$ cat config.mk
export PLATFORM = sky130hd
export DESIGN_NAME = axi4lite_write_master
export DESIGN_NICKNAME = d
export VERILOG_FILES = /design/src/rtl/axi4lite_pkg.sv /design/src/rtl/axi4lite_watchdog.sv /design/src/rtl/axi4lite_write_master.sv
export SDC_FILE = /design/constraint.sdc
export NUM_CORES = 1
export LEC_CHECK = 0
export ABC_AREA = 1
export BUFFER_PORTS_ARGS = -buffer_cell sky130_fd_sc_hd__buf_2
export CAP_MARGIN = 0
export CELL_PAD_IN_SITES_DETAIL_PLACEMENT = 2
export CELL_PAD_IN_SITES_GLOBAL_PLACEMENT = 2
export CORE_MARGIN = 5
export CORE_UTILIZATION = 25
export DETAILED_ROUTE_END_ITERATION = 10
export GPL_ROUTABILITY_DRIVEN = 1
export GPL_TIMING_DRIVEN = 0
export PLACE_DENSITY = 0.88
export SLEW_MARGIN = 20
export SYNTH_ARGS = -nofsm -noshare
export SYNTH_HDL_FRONTEND = slang
export SYNTH_HIERARCHICAL = 1
export SYNTH_SLANG_ARGS = --single-unit
$ cat constraint.sdc
create_clock -name aclk -period 1.4 [get_ports aclk]
set_input_delay 0.35 -clock aclk [delete_from_list [all_inputs] [get_ports aclk]]
set_output_delay 0.35 -clock aclk [all_outputs]
set_load 0.05 [all_outputs]
$ cat src/rtl/axi4lite_pkg.sv
// Shared AXI4-Lite definitions: response codes and write-master FSM state encodings.
package axi4lite_pkg;

  typedef logic [1:0] axi_resp_t;
  typedef logic [1:0] mst_state_t;

  // Response codes carried on bresp/rresp
  localparam axi_resp_t OKAY   = 2'b00;
  localparam axi_resp_t EXOKAY = 2'b01;
  localparam axi_resp_t SLVERR = 2'b10;
  localparam axi_resp_t DECERR = 2'b11;

  // Write-master FSM states
  localparam mst_state_t MST_IDLE = 2'b00;
  localparam mst_state_t MST_SEND = 2'b01;
  localparam mst_state_t MST_RESP = 2'b10;

  // True for the two error responses (SLVERR, DECERR)
  function automatic logic resp_is_error(input axi_resp_t r);
    return r[1];
  endfunction

endpackage

$ cat src/rtl/axi4lite_watchdog.sv
// Saturating in-flight cycle counter with a sticky expiry flag.
// clear has priority over run; expired rises on the edge the count reaches TIMEOUT.
module axi4lite_watchdog #(
  parameter int TIMEOUT = 8
) (
  input  logic aclk,
  input  logic aresetn,
  input  logic clear,
  input  logic run,
  output logic expired
);

  localparam int CNT_W = $clog2(TIMEOUT + 1);
  localparam logic [CNT_W-1:0] CNT_MAX  = CNT_W'(TIMEOUT);
  localparam logic [CNT_W-1:0] CNT_LAST = CNT_W'(TIMEOUT - 1);

  logic [CNT_W-1:0] count_reg;

  // Count in-flight cycles, saturate at TIMEOUT, latch expiry until the next clear
  always_ff @(posedge aclk or negedge aresetn) begin
    if (!aresetn) begin
      count_reg <= '0;
      expired   <= 1'b0;
    end else if (clear) begin
      count_reg <= '0;
      expired   <= 1'b0;
    end else if (run) begin
      if (count_reg != CNT_MAX) begin
        count_reg <= count_reg + CNT_W'(1);
      end
      if (count_reg >= CNT_LAST) begin
        expired <= 1'b1;
      end
    end
  end

endmodule

$ cat src/rtl/axi4lite_write_master.sv
// AXI4-Lite write initiator: one single-beat write in flight, AW and W driven
// independently, B collected and returned to the local requester with a done pulse.
module axi4lite_write_master
  import axi4lite_pkg::*;
#(
  parameter int ADDR_W  = 32,
  parameter int DATA_W  = 32,
  parameter int TIMEOUT = 0
) (
  input  logic                aclk,
  input  logic                aresetn,
  // local request side
  input  logic                req_valid,
  output logic                req_ready,
  input  logic [ADDR_W-1:0]   req_addr,
  input  logic [DATA_W-1:0]   req_data,
  input  logic [DATA_W/8-1:0] req_strb,
  input  logic [2:0]          req_prot,
  output logic                done,
  output logic [1:0]          resp,
  output logic                timeout,
  // AW channel
  output logic                awvalid,
  input  logic                awready,
  output logic [ADDR_W-1:0]   awaddr,
  output logic [2:0]          awprot,
  // W channel
  output logic                wvalid,
  input  logic                wready,
  output logic [DATA_W-1:0]   wdata,
  output logic [DATA_W/8-1:0] wstrb,
  // B channel
  input  logic                bvalid,
  output logic                bready,
  input  logic [1:0]          bresp
);

  mst_state_t state_reg;
  logic       aw_done_reg;
  logic       w_done_reg;

  logic aw_hs;
  logic w_hs;
  logic aw_fin;
  logic w_fin;
  logic accept;
  logic wd_expired;

  assign aw_hs  = awvalid & awready;
  assign w_hs   = wvalid & wready;
  // A channel counts as finished if it completed earlier or completes this cycle
  assign aw_fin = aw_done_reg | aw_hs;
  assign w_fin  = w_done_reg | w_hs;
  assign accept = (state_reg == MST_IDLE) & req_valid & req_ready;

  // Transaction FSM: payload latch, per-channel valid retirement, B collection
  always_ff @(posedge aclk or negedge aresetn) begin
    if (!aresetn) begin
      state_reg   <= MST_IDLE;
      aw_done_reg <= 1'b0;
      w_done_reg  <= 1'b0;
      req_ready   <= 1'b1;
      awvalid     <= 1'b0;
      wvalid      <= 1'b0;
      bready      <= 1'b0;
      done        <= 1'b0;
      resp        <= OKAY;
      awaddr      <= '0;
      awprot      <= '0;
      wdata       <= '0;
      wstrb       <= '0;
    end else begin
      done <= 1'b0;
      case (state_reg)
        MST_IDLE: begin
          if (accept) begin
            awaddr      <= req_addr;
            awprot      <= req_prot;
            wdata       <= req_data;
            wstrb       <= req_strb;
            awvalid     <= 1'b1;
            wvalid      <= 1'b1;
            req_ready   <= 1'b0;
            aw_done_reg <= 1'b0;
            w_done_reg  <= 1'b0;
            state_reg   <= MST_SEND;
          end
        end
        MST_SEND: begin
          if (aw_hs) begin
            awvalid     <= 1'b0;
            aw_done_reg <= 1'b1;
          end
          if (w_hs) begin
            wvalid     <= 1'b0;
            w_done_reg <= 1'b1;
          end
          if (aw_fin && w_fin) begin
            bready    <= 1'b1;
            state_reg <= MST_RESP;
          end
        end
        MST_RESP: begin
          if (bvalid && bready) begin
            bready    <= 1'b0;
            resp      <= bresp;
            done      <= 1'b1;
            req_ready <= 1'b1;
            state_reg <= MST_IDLE;
          end
        end
        default: begin
          // Unreachable encoding: fall back to a clean idle
          awvalid   <= 1'b0;
          wvalid    <= 1'b0;
          bready    <= 1'b0;
          req_ready <= 1'b1;
          state_reg <= MST_IDLE;
        end
      endcase
    end
  end

  // Watchdog only exists when a limit is configured; otherwise the flag is tied low
  generate
    if (TIMEOUT > 0) begin : g_wd
      axi4lite_watchdog #(
        .TIMEOUT (TIMEOUT)
      ) u_watchdog (
        .aclk    (aclk),
        .aresetn (aresetn),
        .clear   (accept),
        .run     (state_reg != MST_IDLE),
        .expired (wd_expired)
      );
    end else begin : g_no_wd
      assign wd_expired = 1'b0;
    end
  endgenerate

  assign timeout = wd_expired;

endmodule

==> flow_metrics.env <==
export IMPL_ys_warn_count=6
export IMPL_fin_ws_ps=-33.25
export IMPL_p_total_uw=14260
export IMPL_p_int_uw=6882
export IMPL_p_sw_uw=7380
export IMPL_clkPwrFrac_pct=17.6
export IMPL_synth_avg_cell_area_um2=8.966
export IMPL_dieArea_um2=15320
export IMPL_fin_crit_sh_pct=102.4
export IMPL_worstPathRequired_ps=1050
export IMPL_max_cap_violations=0
export IMPL_power_density_nw_per_um2=3058
export IMPL_cp_end_kind="output port"
export IMPL_cts_inserted_buffers=9
export IMPL_ios=158
export IMPL_n_antenna_cell=0
export IMPL_antenna_found_initial=1
export IMPL_setup_viol=3
export IMPL_grt_pass1_vias=3481
export IMPL_fin_crit_ps=1433
export IMPL_leakage_uw=0.002726
export IMPL_dr_first_iter_drc_count=107
export IMPL_worst_pin_slew_ps=560.2
export IMPL_worstPathArrival_ps=1080
export IMPL_outcome="finished, violations left"
export IMPL_fin_cells=707
export IMPL_cts_num_sinks=82
export IMPL_drive_gt1_share_pct=38.32
export IMPL_violations="setup timing"
export IMPL_root_buffer="clkbuf_16"
export IMPL_placed_cells=690
export IMPL_routed_wl_mm=11.08
export IMPL_syn_inst=361
export IMPL_ys_types=16
export IMPL_nets=609
export IMPL_drc=0
export IMPL_firstDrtPassIters=4
export IMPL_irDropWorstVdd_mv=0.8899
export IMPL_syn_area_um2=3237
export IMPL_synthToLayoutAreaGrowth_pct=44.07
export IMPL_worst_setup_path_type="reg2out"
export IMPL_grt_setup_unrepaired="true"
export IMPL_cts_reportedPaths_clkPinSlew_ps=60
export IMPL_combPwrFrac_pct=53.4
export IMPL_grt_first_pass_wirelength_mm=17.48
export IMPL_routedWlPerCell_um=15.67
export IMPL_via_per_inst=4.228
export IMPL_cp_cell_sequence="buf_8"
export IMPL_grt_overflow=0
export IMPL_min_path_type="in2async"
export IMPL_path_buf_inv=1
export IMPL_die_w_um=123.8
export IMPL_fmax_mhz=697.7
export IMPL_postSynthNetCount=440
export IMPL_relSlewSlack_pct=62.65
export IMPL_ys_seq_elements=82
export IMPL_initial_core_util_pct=25.55
export IMPL_die_height_um=123.8
export IMPL_io_buffers=156
export IMPL_h_tree_depth=3
export IMPL_track_usage_pct=14.80
export IMPL_core_um2=12670
export IMPL_crit_fanout=3
export IMPL_power_frac_seq_pct=29.0
export IMPL_seq_area_frac_synth_pct=63.43
export IMPL_critPathTopFamily="flip-flops"
export IMPL_rows=41
export IMPL_skew_ps=4.592
export IMPL_cp_slowest_cell="dfstp_2"
export IMPL_finalHoldViolations=0
export IMPL_reg_top3="awaddr: 32 flops, wdata: 32 flops, wstrb: 4 flops"
export IMPL_place_congestion=0.7442
export IMPL_ant_nets=0
export IMPL_cts_hold_fix_buffers=0
export IMPL_slew_violations=0
export IMPL_hpwl_mm=8.556
export IMPL_sw_frac_of_total_pct=51.75
export IMPL_cts_tree="built"
export IMPL_slowest_delay_ps=590
export IMPL_vias=2989
export IMPL_grt_max_degree=44
export IMPL_cts_buffer_depth=2
export IMPL_cp_start_kind="flop"
export IMPL_clk_latency_ps=340
-- layout make-up --
cell class,instances,area [um^2]
Inverter,9,33.78
Sequential cell,82,2053
Fill cell,1474,8008
Tap cell,172,215.2
Multi-Input combinational cell,253,1007
Buffer,17,202.7
Clock inverter,1,30.03
Clock buffer,15,287.8
Timing Repair Buffer,158,833.3
-- power by group through the flow --
| stage | logic [uW] | clock network, uW | registers (uW) |
|---|---|---|---|
| 2_1_floorplan | 1850 | 0 | 7730 |
| 3_3_place_gp | 7290 | 0 | 4060 |
| 3_5_place_dp | 7550 | 0 | 4160 |
| 4_1_cts | 7630 | 2610 | 4140 |
| 5_1_grt | 8150 | 2720 | 4290 |
| 6_report | 7620 | 2500 | 4140 |
-- synthesized netlist by cell type, drive strengths merged --
| cell | n | area share, % |
|---|---|---|
| inv | 9 | 1.0 |
| nor2 | 3 | 0.66 |
| a21oi | 1 | 0.15 |
| dfrtp | 81 | 63 |
| nand3 | 5 | 0.77 |
| buf | 17 | 5.4 |
| conb | 1 | 0.12 |
| dfstp | 1 | 0.81 |
| nand2 | 240 | 28 |
| o22ai | 2 | 0.39 |
| nand4 | 1 | 0.19 |
-- cells by family (layout without fill, tap and decap cells) --
family	count (synthesis)	after routing	share of synthesized area (%)
other	1	1	0.1159
DFF	82	82	63.43
buffers and inverters	26	200	6.456
AOI/OAI and AO/OA	3	3	0.5410
and+or+nand+nor	249	249	29.45
-- through the flow --
step / util (%) / setup TNS [ps] / area (um^2) / hold slack (ps) / setup WS, ps
floorplan: - / -1770 / 3239 / 54.41 / -29.50
finish: 36.80 / -46.49 / 4663 / 2.607 / -33.25
CTS: 36.28 / -85.16 / 4597 / 9.047 / -37.90
detailed placement: 33.66 / 0 / 4265 / 378.8 / 30.99
global placement: 33.43 / -57600 / 4235 / 449.2 / -713.9
global route: 36.80 / -2979 / 4663 / 41.85 / -79.19
-- per-layer routing --
| metal | part of all wire [%] | GRT usage [%] |
|---|---|---|
| met2 | 52 | 26.63 |
| met3 | 7.7 | 4.087 |
| met5 | 0.063 | 0 |
| met1 | 39 | 16.55 |
| met4 | 1.4 | 5.606 |
-- cell usage in the layout (no fill, tap or decap), types with 2 or more instances in the layout --
cell	instances
buf_2	154
buf_4	3
buf_6	8
buf_8	6
clkbuf_1	2
clkbuf_16	9
clkbuf_4	2
clkbuf_8	4
dfrtp_1	81
inv_1	7
inv_2	2
nand2_1	229
nand2_2	10
nand3_1	5
o22ai_1	2
-- path summary, 6_finish.rpt --
| check | slack, ps | depth (start not counted) | to | startpoint |
|---|---|---|---|---|
| worst min-delay path | 3 | 1 | wdata[7] | aresetn |
| worst max-delay path | -30 | 1 | req_ready | req_ready |
| worst max register to register | -10 | 7 | wdata[15] | req_ready |
| min in group aclk | 210 | 3 | awaddr[26] | req_addr[26] |
| worst min register to register | 470 | 2 | wdata[19] | wdata[19] |
| max in group asynchronous | 780 | 2 | wdata[30] | aresetn |
-- what timing repair did --
action / in CTS / in global routing
hold endpoints to repair: 0 / 0
buffers inserted: 0 / 1
resized for setup: 4 / 19
endpoints found under the setup margin: 2 / 63
pin swaps: 0 / 1
(Power assumes the default switching activity.)
